==> config.mk <==
export PLATFORM = sky130hd
export DESIGN_NAME = pipeline_hazard_ctrl
export DESIGN_NICKNAME = d
export VERILOG_FILES = /design/src/rtl/pipeline_hazard_ctrl.sv
export SDC_FILE = /design/constraint.sdc
export NUM_CORES = 1
export LEC_CHECK = 0
export BUFFER_PORTS_ARGS = -buffer_cell sky130_fd_sc_hd__buf_2
export CAP_MARGIN = 15
export CORE_ASPECT_RATIO = 1.25
export CORE_UTILIZATION = 37
export DETAILED_ROUTE_END_ITERATION = 10
export GPL_TIMING_DRIVEN = 1
export PLACE_DENSITY_LB_ADDON = 0.3
export SETUP_SLACK_MARGIN = 0.15
export SYNTH_ARGS = -nofsm -noshare
export SYNTH_HDL_FRONTEND = slang
export SYNTH_SLANG_ARGS = --single-unit
==> constraint.sdc <==
create_clock -name clk -period 1.4 [get_ports clk]
set_clock_uncertainty 0.05 [all_clocks]
set_input_delay 0.14 -clock clk [delete_from_list [all_inputs] [get_ports clk]]
set_output_delay 0.14 -clock clk [all_outputs]
set_load 0.02 [all_outputs]
==> src/rtl/pipeline_hazard_ctrl.sv <==
// Stall/flush sequencer for the 5-stage pipeline: load-use bubbles, MEM-resolved branch flushes, multi-cycle dmem waits.
// Optional performance counters are enabled by defining HAZARD_PERF_CNT_EN.
module pipeline_hazard_ctrl #(
    parameter int unsigned MAX_WAIT = 16,
    parameter int unsigned CNT_W    = 16
) (
    input  logic             clk,
    input  logic             rst_n,
    input  logic [4:0]       id_rs1,
    input  logic [4:0]       id_rs2,
    input  logic             id_uses_rs1,
    input  logic             id_uses_rs2,
    input  logic [4:0]       ex_rd,
    input  logic             ex_mem_read,
    input  logic             mem_branch,
    input  logic             mem_zero,
    input  logic             mem_mem_read,
    input  logic             mem_mem_write,
    input  logic             dmem_ready,
    output logic             pc_write,
    output logic             if_id_write,
    output logic             id_ex_write,
    output logic             ex_mem_write,
    output logic             if_id_flush,
    output logic             id_ex_flush,
    output logic             ex_mem_flush,
    output logic             mem_wb_flush,
    output logic             pc_src,
    output logic             mem_err,
    output logic             busy,
    output logic [CNT_W-1:0] stall_cycles,
    output logic [CNT_W-1:0] flush_events
);

    localparam int unsigned WAIT_W    = 8;
    localparam logic [WAIT_W-1:0] WAIT_LAST = WAIT_W'(MAX_WAIT - 1);
    localparam logic [WAIT_W-1:0] WAIT_ONE  = WAIT_W'(1);

    typedef enum logic [1:0] {
        RUN      = 2'd0,
        MEM_WAIT = 2'd1,
        TIMEOUT  = 2'd2
    } state_t;

    state_t            state, state_nxt;
    logic [WAIT_W-1:0] wait_cnt, wait_nxt;

    logic acc, taken, lu;

    assign acc   = mem_mem_read | mem_mem_write;
    assign taken = mem_branch & mem_zero;
    assign lu    = ex_mem_read && (ex_rd != 5'd0) &&
                   ((id_uses_rs1 && (id_rs1 == ex_rd)) || (id_uses_rs2 && (id_rs2 == ex_rd)));

    assign busy = (state != RUN);

    always_ff @(posedge clk) begin
        if (!rst_n) begin
            state    <= RUN;
            wait_cnt <= '0;
        end else begin
            state    <= state_nxt;
            wait_cnt <= wait_nxt;
        end
    end

    // Next-state and hazard outputs; reset override applied last.
    always_comb begin
        state_nxt    = state;
        wait_nxt     = wait_cnt;
        pc_write     = 1'b1;
        if_id_write  = 1'b1;
        id_ex_write  = 1'b1;
        ex_mem_write = 1'b1;
        if_id_flush  = 1'b0;
        id_ex_flush  = 1'b0;
        ex_mem_flush = 1'b0;
        mem_wb_flush = 1'b0;
        pc_src       = 1'b0;
        mem_err      = 1'b0;

        case (state)
            RUN: begin
                if (acc && !dmem_ready) begin
                    pc_write     = 1'b0;
                    if_id_write  = 1'b0;
                    id_ex_write  = 1'b0;
                    ex_mem_write = 1'b0;
                    mem_wb_flush = 1'b1;
                    state_nxt    = MEM_WAIT;
                    wait_nxt     = WAIT_ONE;
                end else if (taken) begin
                    pc_src       = 1'b1;
                    if_id_flush  = 1'b1;
                    id_ex_flush  = 1'b1;
                    ex_mem_flush = 1'b1;
                end else if (lu) begin
                    pc_write     = 1'b0;
                    if_id_write  = 1'b0;
                    id_ex_flush  = 1'b1;
                end
            end
            MEM_WAIT: begin
                if (dmem_ready) begin
                    state_nxt = RUN;
                    wait_nxt  = '0;
                end else begin
                    pc_write     = 1'b0;
                    if_id_write  = 1'b0;
                    id_ex_write  = 1'b0;
                    ex_mem_write = 1'b0;
                    mem_wb_flush = 1'b1;
                    if (wait_cnt == WAIT_LAST) begin
                        state_nxt = TIMEOUT;
                    end else begin
                        wait_nxt = wait_cnt + WAIT_ONE;
                    end
                end
            end
            TIMEOUT: begin
                // Failed access is squashed while the pipeline moves on.
                mem_err      = 1'b1;
                mem_wb_flush = 1'b1;
                state_nxt    = RUN;
                wait_nxt     = '0;
            end
            default: begin
                state_nxt = RUN;
                wait_nxt  = '0;
            end
        endcase

        if (!rst_n) begin
            pc_write     = 1'b0;
            if_id_write  = 1'b0;
            id_ex_write  = 1'b0;
            ex_mem_write = 1'b0;
            if_id_flush  = 1'b1;
            id_ex_flush  = 1'b1;
            ex_mem_flush = 1'b1;
            mem_wb_flush = 1'b1;
            pc_src       = 1'b0;
            mem_err      = 1'b0;
        end
    end

`ifdef HAZARD_PERF_CNT_EN
    localparam logic [CNT_W-1:0] CNT_ONE = CNT_W'(1);
    localparam logic [CNT_W-1:0] CNT_MAX = '1;

    // Saturating counters for stalled and redirected cycles.
    always_ff @(posedge clk) begin
        if (!rst_n) begin
            stall_cycles <= '0;
            flush_events <= '0;
        end else begin
            if (!pc_write && (stall_cycles != CNT_MAX)) begin
                stall_cycles <= stall_cycles + CNT_ONE;
            end
            if (pc_src && (flush_events != CNT_MAX)) begin
                flush_events <= flush_events + CNT_ONE;
            end
        end
    end
`else
    assign stall_cycles = '0;
    assign flush_events = '0;
`endif

endmodule

==> impl_metrics.env, run 1 <==
export IMPL_antenna_found_initial=0
export IMPL_status="complete, but fails checks"
export IMPL_r2r_end="wait_cnt[2]"
export IMPL_syn_area_sq_um=992
export IMPL_post_route_util=0.608
export IMPL_cts_root_buf="clkbuf_4"
export IMPL_hold_depth=3
export IMPL_grt_util_all_layers=0.173
export IMPL_die_x_um=48.3
export IMPL_final_area_sq_mm=0.00151
export IMPL_worst_r2r_cell_count=4
export IMPL_dr_pass1_iters=4
export IMPL_min_period_over_period=1.14
export IMPL_yosysWarnings=0
export IMPL_startpoint_type="register"
export IMPL_drt_iter0_drc=14
export IMPL_synthArstFlopShare=0
export IMPL_via_per_inst=4.64
export IMPL_syn_area_per_cell_sq_um=7.81
export IMPL_fin_cells=223
export IMPL_drive_gt1_frac=0.516
export IMPL_htree_levels=1
export IMPL_start_util=0.401
export IMPL_hold_viol=0
export IMPL_routed_wirelength_mm=2.44
export IMPL_coreArea_sq_mm=0.00248
export IMPL_drc=0
export IMPL_synth_top_area_share=0.265
export IMPL_rsz0062_at_grt="yes"
export IMPL_min_period_ns=1.59
export IMPL_cp_required_ns=1.21
export IMPL_path_max_fanout=4
export IMPL_slew_violations=0
export IMPL_hold_start="rst_n"
export IMPL_synth_cell_types=36
export IMPL_die_height_um=59.9
export IMPL_cts_tree="done"
export IMPL_worstHoldPathType="input port to register"
export IMPL_grt_ovfl_total=0
export IMPL_cts_hold_fix_buffers=0
export IMPL_synth_yosys_seq_area_share=0.202
export IMPL_grt_pass1_wl_mm=3.86
export IMPL_fillers=226
export IMPL_synthCells=127
export IMPL_violations="negative setup slack"
export IMPL_synth_edff_count=0
export IMPL_postPlaceCellArea_sq_mm=0.00128
export IMPL_timing_final_ws_setup_ns=-0.193
export IMPL_insertion_delay_ns=0.27
export IMPL_synth_commonest_cells="buf_4, dfxtp_1, xor2_1, nand2_1"
export IMPL_fin_tns_setup_ns=-1.56
export IMPL_cts_sinks=10
export IMPL_drv_cap=0
export IMPL_num_vias=1034
export IMPL_wl_per_cell_um=10.9
export IMPL_synth_top_area_cell="buf_4"
export IMPL_crit_start="state[0]"
export IMPL_ioPinCount=68
export IMPL_cts_made_buffers=3
export IMPL_r2r_start="state[0]"
export IMPL_yosysMostFrequentCell="buf_4"
export IMPL_dp_final_hpwl_mm=1.94
export IMPL_ys_ff_latch=10
export IMPL_reg2reg_slack_ns=-0.15
export IMPL_synthTopCellsByArea="buf_4, dfxtp_1, xor2_1, xnor2_1, a21oi_1"
export IMPL_finalNetCount=218
export IMPL_diodes=0
export IMPL_worstSetupPathType="register to output port"
export IMPL_clk_pin_slew_ns=0.06
export IMPL_holdWs_ns=0.252
export IMPL_die_area_sq_mm=0.00289
export IMPL_finalSetupViolations=13
export IMPL_grt_pass1_vias=895
export IMPL_endpoint_kind="output port"
export IMPL_max_freq_mhz=628
export IMPL_cellLeakagePower_nw=0.684
export IMPL_gp_congestion=0.884
export IMPL_clock_path_buffers=2
export IMPL_whs_endpoint="wait_cnt[6]"
export IMPL_power_density_mw_per_mm2=577
export IMPL_synthFlopType="dfxtp_1"
export IMPL_ir_worst_vdd_mv=0.422
export IMPL_fp_row_count=20
export IMPL_worstPathArrival_ns=1.40
export IMPL_ant_nets=0
export IMPL_area_delta_synth_final_pct=51.7
export IMPL_portBuffers=35
export IMPL_grt_max_degree=8
export IMPL_dp_cells=216
==> cell families (layout without fill, tap and decap cells) <==
| logic type | after synthesis | count (layout) | share of synthesized area |
|---|---|---|---|
| other | 1 | 32 | 0.00378 |
| XOR/XNOR | 12 | 12 | 0.106 |
| adder cells (fa/ha/maj) | 1 | 1 | 0.0126 |
| AND/OR/NAND/NOR | 38 | 38 | 0.221 |
| buffers and inverters | 40 | 72 | 0.284 |
| AO/OA/AOI/OAI | 25 | 25 | 0.171 |
| flip-flops | 10 | 10 | 0.202 |
==> through the flow <==
stage	power [mW]	setup WS (ns)
2_1_floorplan	0.567	-0.0560
3_3_place_gp	0.612	-0.172
3_5_place_dp	0.616	-0.191
4_1_cts	0.868	-0.166
5_1_grt	0.916	-0.277
6_report	0.868	-0.193
==> layout make-up <==
class | count | area, sq um | share of cell area
repair buffers | 64 | 464 | 0.308
flip-flops and latches | 10 | 205 | 0.136
well taps | 33 | 41.3 | 0.0274
multi-input cells | 108 | 751 | 0.499
clock buffers | 3 | 22.5 | 0.0150
inverters | 5 | 21.3 | 0.0141
==> where the power goes <==
group | switching, mW | internal [mW]
registers | 0.00471 | 0.291
clock network | 0.0932 | 0.0991
logic | 0.222 | 0.158
==> registers in the layout (all words and copies together) (netlist names) <==
| signal | cells |
|---|---|
| state | 2 |
| wait_cnt | 8 |
==> metal layers <==
layer	part of all wire	up-vias	global-route usage
met5	0	-	0
met4	0.010	0	0.0630
met3	0.068	4	0.0382
met2	0.54	48	0.348
met1	0.38	473	0.175
li1	-	509	-
==> what timing repair did <==
item                                    4_1_cts  5_1_grt
buffers inserted                              3        1
pin swaps                                     8        1
endpoints found under the setup margin       21       21
gates resized for setup                      42        3
==> how the worst max path moves through the flow <==
stage	cells after the start	to	slack [ns]
after global placement	6	id_ex_flush	-0.17
after detailed placement	6	id_ex_flush	-0.19
final	6	pc_write	-0.19
after CTS	6	pc_write	-0.17
after floorplan	5	pc_write	-0.06
after global routing	6	pc_write	-0.28
==> layout by cell type (no fill, tap or decap), types with 2 or more instances in the layout <==
cell type	netlist	routed
buf_4	35	25
nor2_2	0	2
o21ai_1	1	3
buf_2	0	26
conb_1	1	32
nor4_4	0	2
nand2_1	7	6
inv_1	4	3
a211oi_2	1	3
buf_6	0	13
xor2_1	8	8
or4_1	2	2
a311oi_1	2	2
o21ai_2	0	2
nor3_1	6	3
nor2_1	6	3
nor4_1	4	2
and3_1	2	2
nor3_2	1	3
a21oi_1	6	3
a21oi_2	0	3
dfxtp_2	0	4
nand3_2	0	2
dfxtp_1	10	6
clkbuf_4	0	3
xnor2_1	4	4
nor3_4	1	2
==> worst max-delay path, stage by stage, from the launching register on <==
cell     delay [ns]
dfxtp_2        0.34
buf_6          0.13
nor3_4         0.12
nor3_2         0.06
nor2_2         0.12
o31a_1         0.23
buf_6          0.14
Power figures use the tool's default switching activity.
==> inputs of run 2 (changes only) <==
==> constraint.sdc (replaced) <==
create_clock -name clk -period 1.4 [get_ports clk]
set_clock_uncertainty 0.05 [all_clocks]
set_input_delay 0.21 -clock clk [delete_from_list [all_inputs] [get_ports clk]]
set_output_delay 0.21 -clock clk [all_outputs]
set_load 0.05 [all_outputs]
==> run 2 against run 1 <==
Effect of this change: sequential cell count did not move; critical path depth did not move; critical endpoint unchanged; die area did not move; sequential share of layout area is 1.5 points lower; utilization up 9.1 points; clock power increased by 13%; global-route usage rose by 3.9 points; register-to-register slack about the same; the flow still finishes with violations (negative setup slack); worst hold slack improved by 0.045 ns; sequential power barely moved.
==> impl_metrics.env, run 2 (same netlist as run 1, synthesis figures left out) <==
export IMPL_portBuffers=35
export IMPL_grt_pass1_vias=1018
export IMPL_cp_cell_sequence="buf_6, nor3_4, nor3_4, nor2_4, o31a_4, buf_8"
export IMPL_worst_r2r_cell_count=8
export IMPL_antenna_found_initial=0
export IMPL_coreArea_sq_mm=0.00248
export IMPL_regMostFlops="wait_cnt"
export IMPL_worstHoldPathType="input port to register"
export IMPL_area_delta_synth_final_pct=74.4
export IMPL_worstPathArrival_ns=1.45
export IMPL_clk_pin_slew_ns=0.07
export IMPL_min_period_over_period=1.22
export IMPL_mostFrequentLayoutCells="conb_1, buf_2, buf_4, buf_6"
export IMPL_reg_largest_list="wait_cnt: 8 flops, state: 2 flops"
export IMPL_grt_ovfl_total=0
export IMPL_r2r_end="wait_cnt[2]"
export IMPL_path_buf_inv=2
export IMPL_wl_per_cell_um=12.9
export IMPL_seqCellArea_sq_um=210
export IMPL_crit_path_max_incr_delay_ns=0.37
export IMPL_fillers=201
export IMPL_drv_cap=0
export IMPL_diodes=0
export IMPL_start_util=0.401
export IMPL_worstSetupPathType="register to output port"
export IMPL_cellLeakagePower_nw=0.757
export IMPL_endpoint_kind="output port"
export IMPL_startpoint_type="register"
export IMPL_finalSetupViolations=19
export IMPL_path_depth=6
export IMPL_violations="negative setup slack"
export IMPL_cpLargestDelayFamily="flip-flops"
export IMPL_largest_reg_flops=8
export IMPL_path_max_fanout=4
export IMPL_dr_pass1_iters=4
export IMPL_final_common_cell="conb_1"
export IMPL_die_area_sq_mm=0.00289
export IMPL_hold_viol=0
export IMPL_cts_tree="done"
export IMPL_fp_row_count=20
export IMPL_cts_root_buf="clkbuf_4"
export IMPL_gp_congestion=0.862
export IMPL_status="complete, but fails checks"
export IMPL_num_vias=1101
export IMPL_die_x_um=48.3
export IMPL_drt_iter0_drc=5
export IMPL_reg2reg_slack_ns=-0.15
export IMPL_hold_start="rst_n"
export IMPL_ant_nets=0
export IMPL_rsz0062_at_grt="yes"
export IMPL_routed_wirelength_mm=2.99
export IMPL_die_height_um=59.9
export IMPL_finalPower_mw=1.14
export IMPL_slowest_stage="dfxtp_4"
export IMPL_drc=0
export IMPL_multiInputGateArea_sq_um=841
export IMPL_r2r_start="state[0]"
export IMPL_max_freq_mhz=586
export IMPL_postPlaceCellArea_sq_mm=0.00137
export IMPL_finalNetCount=225
export IMPL_ir_worst_vdd_mv=0.457
export IMPL_fin_tns_setup_ns=-3.72
export IMPL_via_per_inst=4.77
export IMPL_cpMostUsedCell="nor3_4"
export IMPL_timing_final_ws_setup_ns=-0.307
export IMPL_crit_start="state[0]"
export IMPL_grt_pass1_wl_mm=4.53
export IMPL_cts_sinks=10
export IMPL_grt_max_degree=8
export IMPL_grt_util_all_layers=0.211
export IMPL_cts_hold_fix_buffers=0
export IMPL_dp_final_hpwl_mm=2.14
export IMPL_htree_levels=1
export IMPL_cts_made_buffers=3
export IMPL_power_density_mw_per_mm2=660
export IMPL_insertion_delay_ns=0.28
export IMPL_final_area_sq_mm=0.00173
export IMPL_cp_required_ns=1.14
export IMPL_ioPinCount=68
export IMPL_min_period_ns=1.71
export IMPL_drive_gt1_frac=0.571
export IMPL_cp_endpoint="pc_write"
export IMPL_clock_path_buffers=2
export IMPL_slew_violations=0
run 2: cell count changes in the layout (fill, tap and decap cells not counted), sizes merged:
| cell | delta |
|---|---|
| buf | +7 |
| clkbuf | +1 |
| clkinvlp | +1 |
| inv | -1 |
run 2: per-layer routing:
metal / global-route usage / up-vias / wire length (um)
met5: 0 / - / 0
met4: 0.122 / 0 / 93
met3: 0.0433 / 9 / 202
met2: 0.435 / 50 / 1700
met1: 0.193 / 512 / 993
li1: - / 530 / -
run 2: worst register-to-register path: stages, from the launching register on:
cell	delay (ns)
dfxtp_4	0.38
nor2_4	0.05
buf_6	0.11
buf_6	0.11
clkinvlp_4	0.07
buf_6	0.09
nor2_4	0.03
or4_1	0.47
a21oi_1	0.13
run 2: area by class of cell:
class / count / share of cell area
clock buffers: 4 / 0.0152
inverters: 5 / 0.0130
well taps: 33 / 0.0239
flip-flops and latches: 10 / 0.121
repair buffers: 71 / 0.341
multi-input cells: 108 / 0.486
run 2: where the power goes:
part	total [mW]	leakage (nW)	switching, mW	internal (mW)
registers	0.293	0.0835	0.00537	0.288
clock network	0.217	0.0150	0.106	0.110
logic	0.633	0.659	0.416	0.217
total	1.14	0.757	0.527	0.616
run 2: repair_timing:
item	4_1_cts	5_1_grt
setup endpoints to repair	21	21
resized for setup	54	10
buffers inserted	7	3
pin swaps	12	8
run 2: metrics by stage:
| step | hold WS, ns | setup slack (ns) | instances | util |
|---|---|---|---|---|
| floorplan | 0.302 | -0.229 | 158 | - |
| global route | 0.314 | -0.357 | 231 | 0.698 |
| global placement | 0.473 | -0.342 | 217 | 0.554 |
| CTS | 0.285 | -0.304 | 228 | 0.672 |
| finish | 0.297 | -0.307 | 231 | 0.698 |
| detailed placement | 0.477 | -0.433 | 217 | 0.554 |
run 2: worst min path at each step:
stage	end	slack [ns]	cells after the start
after CTS	wait_cnt[2]	0.29	4
after global placement	wait_cnt[2]	0.47	2
final	wait_cnt[7]	0.30	4
after global routing	wait_cnt[2]	0.31	4
after detailed placement	wait_cnt[2]	0.48	2
after floorplan	wait_cnt[7]	0.30	2
